File: src/rtl/traffic_input_cond.sv
// traffic_input_cond: input-conditioning stage in front of the fsm2 traffic
// controller. Four channels (street sensors A/B, parade button P, release
// button R) are each synchronised with two flops, debounced over DB_CYCLES
// samples, and then presented as levels (ta/tb) or one-cycle pulses (p/r).
// Optional feature: define SENSOR_STRETCH_EN to keep ta/tb high for
// HOLD_CYCLES cycles after the debounced sensor release.
module traffic_input_cond #(
  parameter int DB_CYCLES   = 4,
  parameter int HOLD_CYCLES = 8
) (
  input  logic clk,
  input  logic reset_n,
  input  logic raw_a,
  input  logic raw_b,
  input  logic raw_p,
  input  logic raw_r,
  output logic ta,
  output logic tb,
  output logic p,
  output logic r
);

  // Channel slots inside the packed per-channel vectors.
  localparam int CH_A = 0;
  localparam int CH_B = 1;
  localparam int CH_P = 2;
  localparam int CH_R = 3;

  localparam int CW = $clog2(DB_CYCLES + 1);
  localparam logic [CW-1:0] CNT_LAST = CW'(DB_CYCLES - 1);

  if (DB_CYCLES < 1 || HOLD_CYCLES < 1) begin : g_param_check
    $error("traffic_input_cond: DB_CYCLES and HOLD_CYCLES must both be >= 1");
  end

  logic [3:0]    raw_vec;
  logic [3:0]    sync1;
  logic [3:0]    sync2;
  logic [3:0]    q;
  logic [3:0]    q_next;
  logic [CW-1:0] cnt [4];
  logic [CW-1:0] cnt_next [4];
  logic [CH_R:CH_P] q_d;
  logic          p_raw;
  logic          r_raw;

  assign raw_vec = {raw_r, raw_p, raw_b, raw_a};

  // Two-flop synchroniser for every asynchronous raw input.
  always_ff @(posedge clk or negedge reset_n) begin
    if (!reset_n) begin
      sync1 <= '0;
      sync2 <= '0;
    end else begin
      sync1 <= raw_vec;
      sync2 <= sync1;
    end
  end

  // Debounce decision: a differing sample either extends the run or, on the
  // last required sample, is accepted; any agreeing sample restarts the run.
  always_comb begin
    q_next = q;
    for (int i = 0; i < 4; i++) begin
      cnt_next[i] = '0;
      if (sync2[i] != q[i]) begin
        if (cnt[i] == CNT_LAST) begin
          q_next[i] = sync2[i];
        end else begin
          cnt_next[i] = cnt[i] + 1'b1;
        end
      end
    end
  end

  // Debounced levels and their run counters.
  always_ff @(posedge clk or negedge reset_n) begin
    if (!reset_n) begin
      q <= '0;
      for (int i = 0; i < 4; i++) begin
        cnt[i] <= '0;
      end
    end else begin
      q <= q_next;
      for (int i = 0; i < 4; i++) begin
        cnt[i] <= cnt_next[i];
      end
    end
  end

  // One-cycle history of the button levels for rising-edge detection.
  always_ff @(posedge clk or negedge reset_n) begin
    if (!reset_n) begin
      q_d <= '0;
    end else begin
      q_d <= q[CH_R:CH_P];
    end
  end

  // Release beats parade when both are accepted together, so the controller
  // never enters parade mode on a simultaneous press.
  assign p_raw = q[CH_P] & ~q_d[CH_P];
  assign r_raw = q[CH_R] & ~q_d[CH_R];
  assign p     = p_raw & ~r_raw;
  assign r     = r_raw;

`ifdef SENSOR_STRETCH_EN
  localparam int HW = $clog2(HOLD_CYCLES + 1);
  localparam logic [HW-1:0] HOLD_LOAD = HW'(HOLD_CYCLES);

  logic [HW-1:0] hold [2];

  // Sensor hold timers: loaded on a debounced release, cleared on a new
  // arrival, otherwise counting down to zero to bridge gaps between cars.
  always_ff @(posedge clk or negedge reset_n) begin
    if (!reset_n) begin
      hold[CH_A] <= '0;
      hold[CH_B] <= '0;
    end else begin
      for (int i = CH_A; i <= CH_B; i++) begin
        if (!q[i] && q_next[i]) begin
          hold[i] <= '0;
        end else if (q[i] && !q_next[i]) begin
          hold[i] <= HOLD_LOAD;
        end else if (hold[i] != '0) begin
          hold[i] <= hold[i] - 1'b1;
        end
      end
    end
  end

  assign ta = q[CH_A] | (hold[CH_A] != '0);
  assign tb = q[CH_B] | (hold[CH_B] != '0);
`else
  assign ta = q[CH_A];
  assign tb = q[CH_B];
`endif

endmodule
File: config.mk
export PLATFORM = sky130hd
export DESIGN_NAME = traffic_input_cond
export DESIGN_NICKNAME = d
export VERILOG_FILES = /design/src/rtl/traffic_input_cond.sv
export SDC_FILE = /design/constraint.sdc
export NUM_CORES = 1
export LEC_CHECK = 0
export CORE_UTILIZATION = 45
export DETAILED_ROUTE_END_ITERATION = 8
export HOLD_SLACK_MARGIN = 0.12
export PLACE_DENSITY = 0.67
export SKIP_LAST_GASP = 1
export SLEW_MARGIN = 40
export SYNTH_ARGS = -nofsm -noshare
export SYNTH_HDL_FRONTEND = slang
export SYNTH_SLANG_ARGS = --single-unit
File: constraint.sdc
create_clock -name clk -period 2.3 [get_ports clk]
set_clock_uncertainty 0.15 [all_clocks]
set_input_delay 0.575 -clock clk [delete_from_list [all_inputs] [get_ports clk]]
set_output_delay 0.575 -clock clk [all_outputs]
set_load 0.1 [all_outputs]
After elaboration in Yosys (flattened, before gate mapping) --
Cells that the tools add are included.
Storage, ports and cells: memories 0, input port bits 6, bits in latches 0, bits in registers 26, RAM bits 0, ROM bits 0
Operators by class: muxes and demuxes 8, $mul 0, shifts and indexed selects 0, equal/unequal tests 8, reductions and logical operators 4, bitwise operators 6, divide/modulo/power cells 0, order comparisons 0, $add $sub $neg 4
Operators by type and width (count):
- two-way mux 3 bit | 8
- adder 3 x 1 -> 3 bit (second input constant) | 4
- equality test 3 x 2 -> 1 bit (second input constant) | 4
- AND reduction 2 bit | 4
- != test 1 bit | 4
- bitwise AND 1 bit | 3
- inverter 1 bit | 3

Depth between registers and ports, before layout --
depth after elaboration 4, gate-level depth with buffers 3, depth with buffers taken out 3

Least setup slack after synthesis --
No wires, ideal clock.
path type reg2out, start point register q[3], end point output p, slack -1647 ps, required time 1575 ps, data arrival time 3222 ps, cell stages (with the launch flop) 3, path through dfrtp_1 > nor2b_1 > nor3b_1
On the way: cells in the longest elaborated chain, start to end 3
RTL lines:
- start: declaration | line 39 | logic [3:0] q;
- start signal: assignment | line 84 | q <= q_next;
- bitwise AND 1 bit | line 103 | assign r_raw = q[CH_R] & ~q_d[CH_R];
- named net r | line 20 | output logic r
- inverter 1 bit | line 104 | assign p = p_raw & ~r_raw;
- bitwise AND 1 bit | line 104
- end: declaration | line 19 | output logic p,
The timed path passes the listed nets, and every way through them passes these cells.

Final worst setup path --
start point register q[3], end point output p
On the way: cells in the longest elaborated chain, start to end 3
RTL lines (line):
- bitwise AND 1 bit | 103
- inverter 1 bit | 104
- bitwise AND 1 bit | 104
No other way between the ends.

==> out/metrics.csv <==
metric,value,unit
CP Cell Sequence,nor2b_4 -> nor3b_4 -> buf_12,
Critical Path Slowest Stage Cell,dfrtp_1,
M1 GR Usage,14.8,%
CTS tree,done,
"Top FF cell, synth",dfrtp_1,
CP Class,reg -> out,
max frequency,0.488,GHz
layout cells sized above 1,27.1,%
drt first-iter violations,0,
status,completed,
first-pass GRT wire length,1.81,mm
post-synth top area cell,dfrtp_1,
Tcrit/Tclk final,89.1,%
CTS sink count,26,
drt first pass iters,1,
via count,453,
Post-synth ARST share,100,%
"EDFF count, synth",0,
Final Cell Area,1130,um2
pre-CTS WS,595,ps
Worst Setup Start Kind,flip-flop,
CP peak stage delay,430,ps
Post-Route WL,1.12,mm
cts repair resizes,0,
"Seq/Total Area, Yosys",70.0,%
Fill cells,156,
post-CTS setup buffer count,0,
unrepaired setup endpoints after global routing,no,
Multi-input gate area,298,um2
static leakage,0.504,nW
number of max-cap violations,0,
hold path start,sync1[3]$_DFF_PN0_,
met2 GRT Util,20.3,%
Cells after Synth,56,
Setup WS post-layout,250,ps
Post-DP HPWL,840,um
Synth Warn #,0,
Core ar.,1940,um2
Power Total,1.51,mW
vias in the first global route,447,
nets,81,
crit path max fanout,4,
Area contributors post-synth,"dfrtp_1 70%, nor3b_1 7.3%, nor2b_4 5.9%, ha_1 5.4%, mux2_2 4.8%",
H-Tree Depth,1,
I/O pin cnt,10,
GRT Total Usage,12.1,%
count of final hold-check violations,0,
Max rail drop VDD,0.905,mV
initial antenna violation count,0,
worst rel slew slack,79.0,%
largest net degree at the start of global routing,27,
critical path capture point type,output port,
busiest layer in global routing,met2,
Critical R2R Launch,cnt[3]$_DFF_PN0_,
clock-pin slew on the worst setup and hold paths,130,ps
total CTS buffers,3,
# diodes,0,
ANT nets after route,0,
critical path arrival,1330,ps
register area,651,um2
"count leader, synth",dfrtp_1,
Starting Density,47.9,%
reg-to-reg endpoint,q[2]$_DFFE_PN0P_,
Hold Crit Class,reg -> reg,
post-route DRC violation count,0,
worst skew pair latency,310,ps
WHS Endpoint,sync2[3]$_DFF_PN0_,
Reg2Reg Depth,3,
Root Driver,clkbuf_4,
count of unique library cells instantiated by Yosys,8,
row cnt,16,
global routing usage on met3,2.26,%
Reg2Reg Setup Slack,980,ps
setup TNS,0,ps
min Tclk post-route,2050,ps
Final setup viols,0,
DR WL/cell,11.5,um
PortBufs,9,
cts hold-fix bufs,0,
area grow syn2layout,21.7,%
hold path cells,0,
Synth top cells by count,"26 x dfrtp_1, 9 x nor3b_1",
GR Overflow Total,0,
max-slew violation count,0,
Die ar.,2250,um2
clk buf depth,2,
Syn Nets,66,
slew of the pin with the lowest slew margin,315,ps
share of the synthesized area in the top cell type,70.0,%
Syn Std Cell Area,930,um2
placed standard-cell area,1090,um2
Chip Width,47.5,um
"Avg Cell Area, Syn",16.6,um2
gpl congestion,0.685,
final core occ,58.2,%
Yosys reg bits,26,
Cell Pwr Density,1340,nW/um2
worst path required time,1570,ps
vias per cell,4.67,
die height,47.5,um
## sequential cells by signal, indices dropped and copies added (netlist names)
register  count
cnt          12
q             4
sync1         4
sync2         4
q_d           2
## per-layer routing
layer	vias to the layer above	share of wire, %
met1	227	47
met4	0	0.54
met3	2	1.9
li1	218	-
met2	6	50
met5	-	0
## metrics by stage
| step | hold slack (ps) | instances |
|---|---|---|
| final | 216 | 97 |
| after global placement | 186 | 93 |
| after CTS | 222 | 97 |
| after floorplan | 129 | 56 |
| after global routing | 236 | 97 |
| after detailed placement | 190 | 93 |
## worst max path at each step
stage / slack [ps] / from / cells past startpoint / endpoint
after global placement: 620 / q[3]$_DFFE_PN0P_ / 3 / p
after detailed placement: 590 / q[3]$_DFFE_PN0P_ / 3 / p
after global routing: 180 / q[3]$_DFFE_PN0P_ / 3 / p
final: 250 / q[3]$_DFFE_PN0P_ / 3 / p
after CTS: 230 / q[3]$_DFFE_PN0P_ / 3 / p
after floorplan: 60 / q[3]$_DFFE_PN0P_ / 2 / p
## cells by family after synthesis
group | after synthesis | share of synthesized area [%]
xor gates and xnor gates | 4 | 3.77
adders and majority gates | 4 | 5.38
DFF | 26 | 70.0
muxes | 4 | 4.84
and+or+nand+nor | 18 | 16.0
## layout make-up
| class | instances | area share (%) |
|---|---|---|
| sequential | 26 | 57.5 |
| timing repair buffer | 10 | 9.96 |
| multi-input combinational | 30 | 26.3 |
| clock buffer | 4 | 3.21 |
| tap | 27 | 2.99 |
## report_power, final
group	leakage [nW]	internal [mW]	switching, mW
registers	0.324	0.572	0.0775
logic	0.159	0.254	0.385
clock network	0.0210	0.0966	0.126
total	0.504	0.923	0.588
## worst max-delay path, delay by kind of cell, from the launching register on
family	cells	cell delay [ps]
and+or+nand+nor	2	380
DFF	1	430
buffers and inverters	1	200
## layout by cell type, fill, tap and decap left out, drive strengths merged
master / n
buf: 5
clkbuf: 4
clkdlybuf4s50: 5
dfrtp: 26
ha: 4
mux2: 4
nor2b: 5
nor3: 4
nor3b: 9
xnor2: 4
Note: power is estimated with default switching activity, not from simulation.
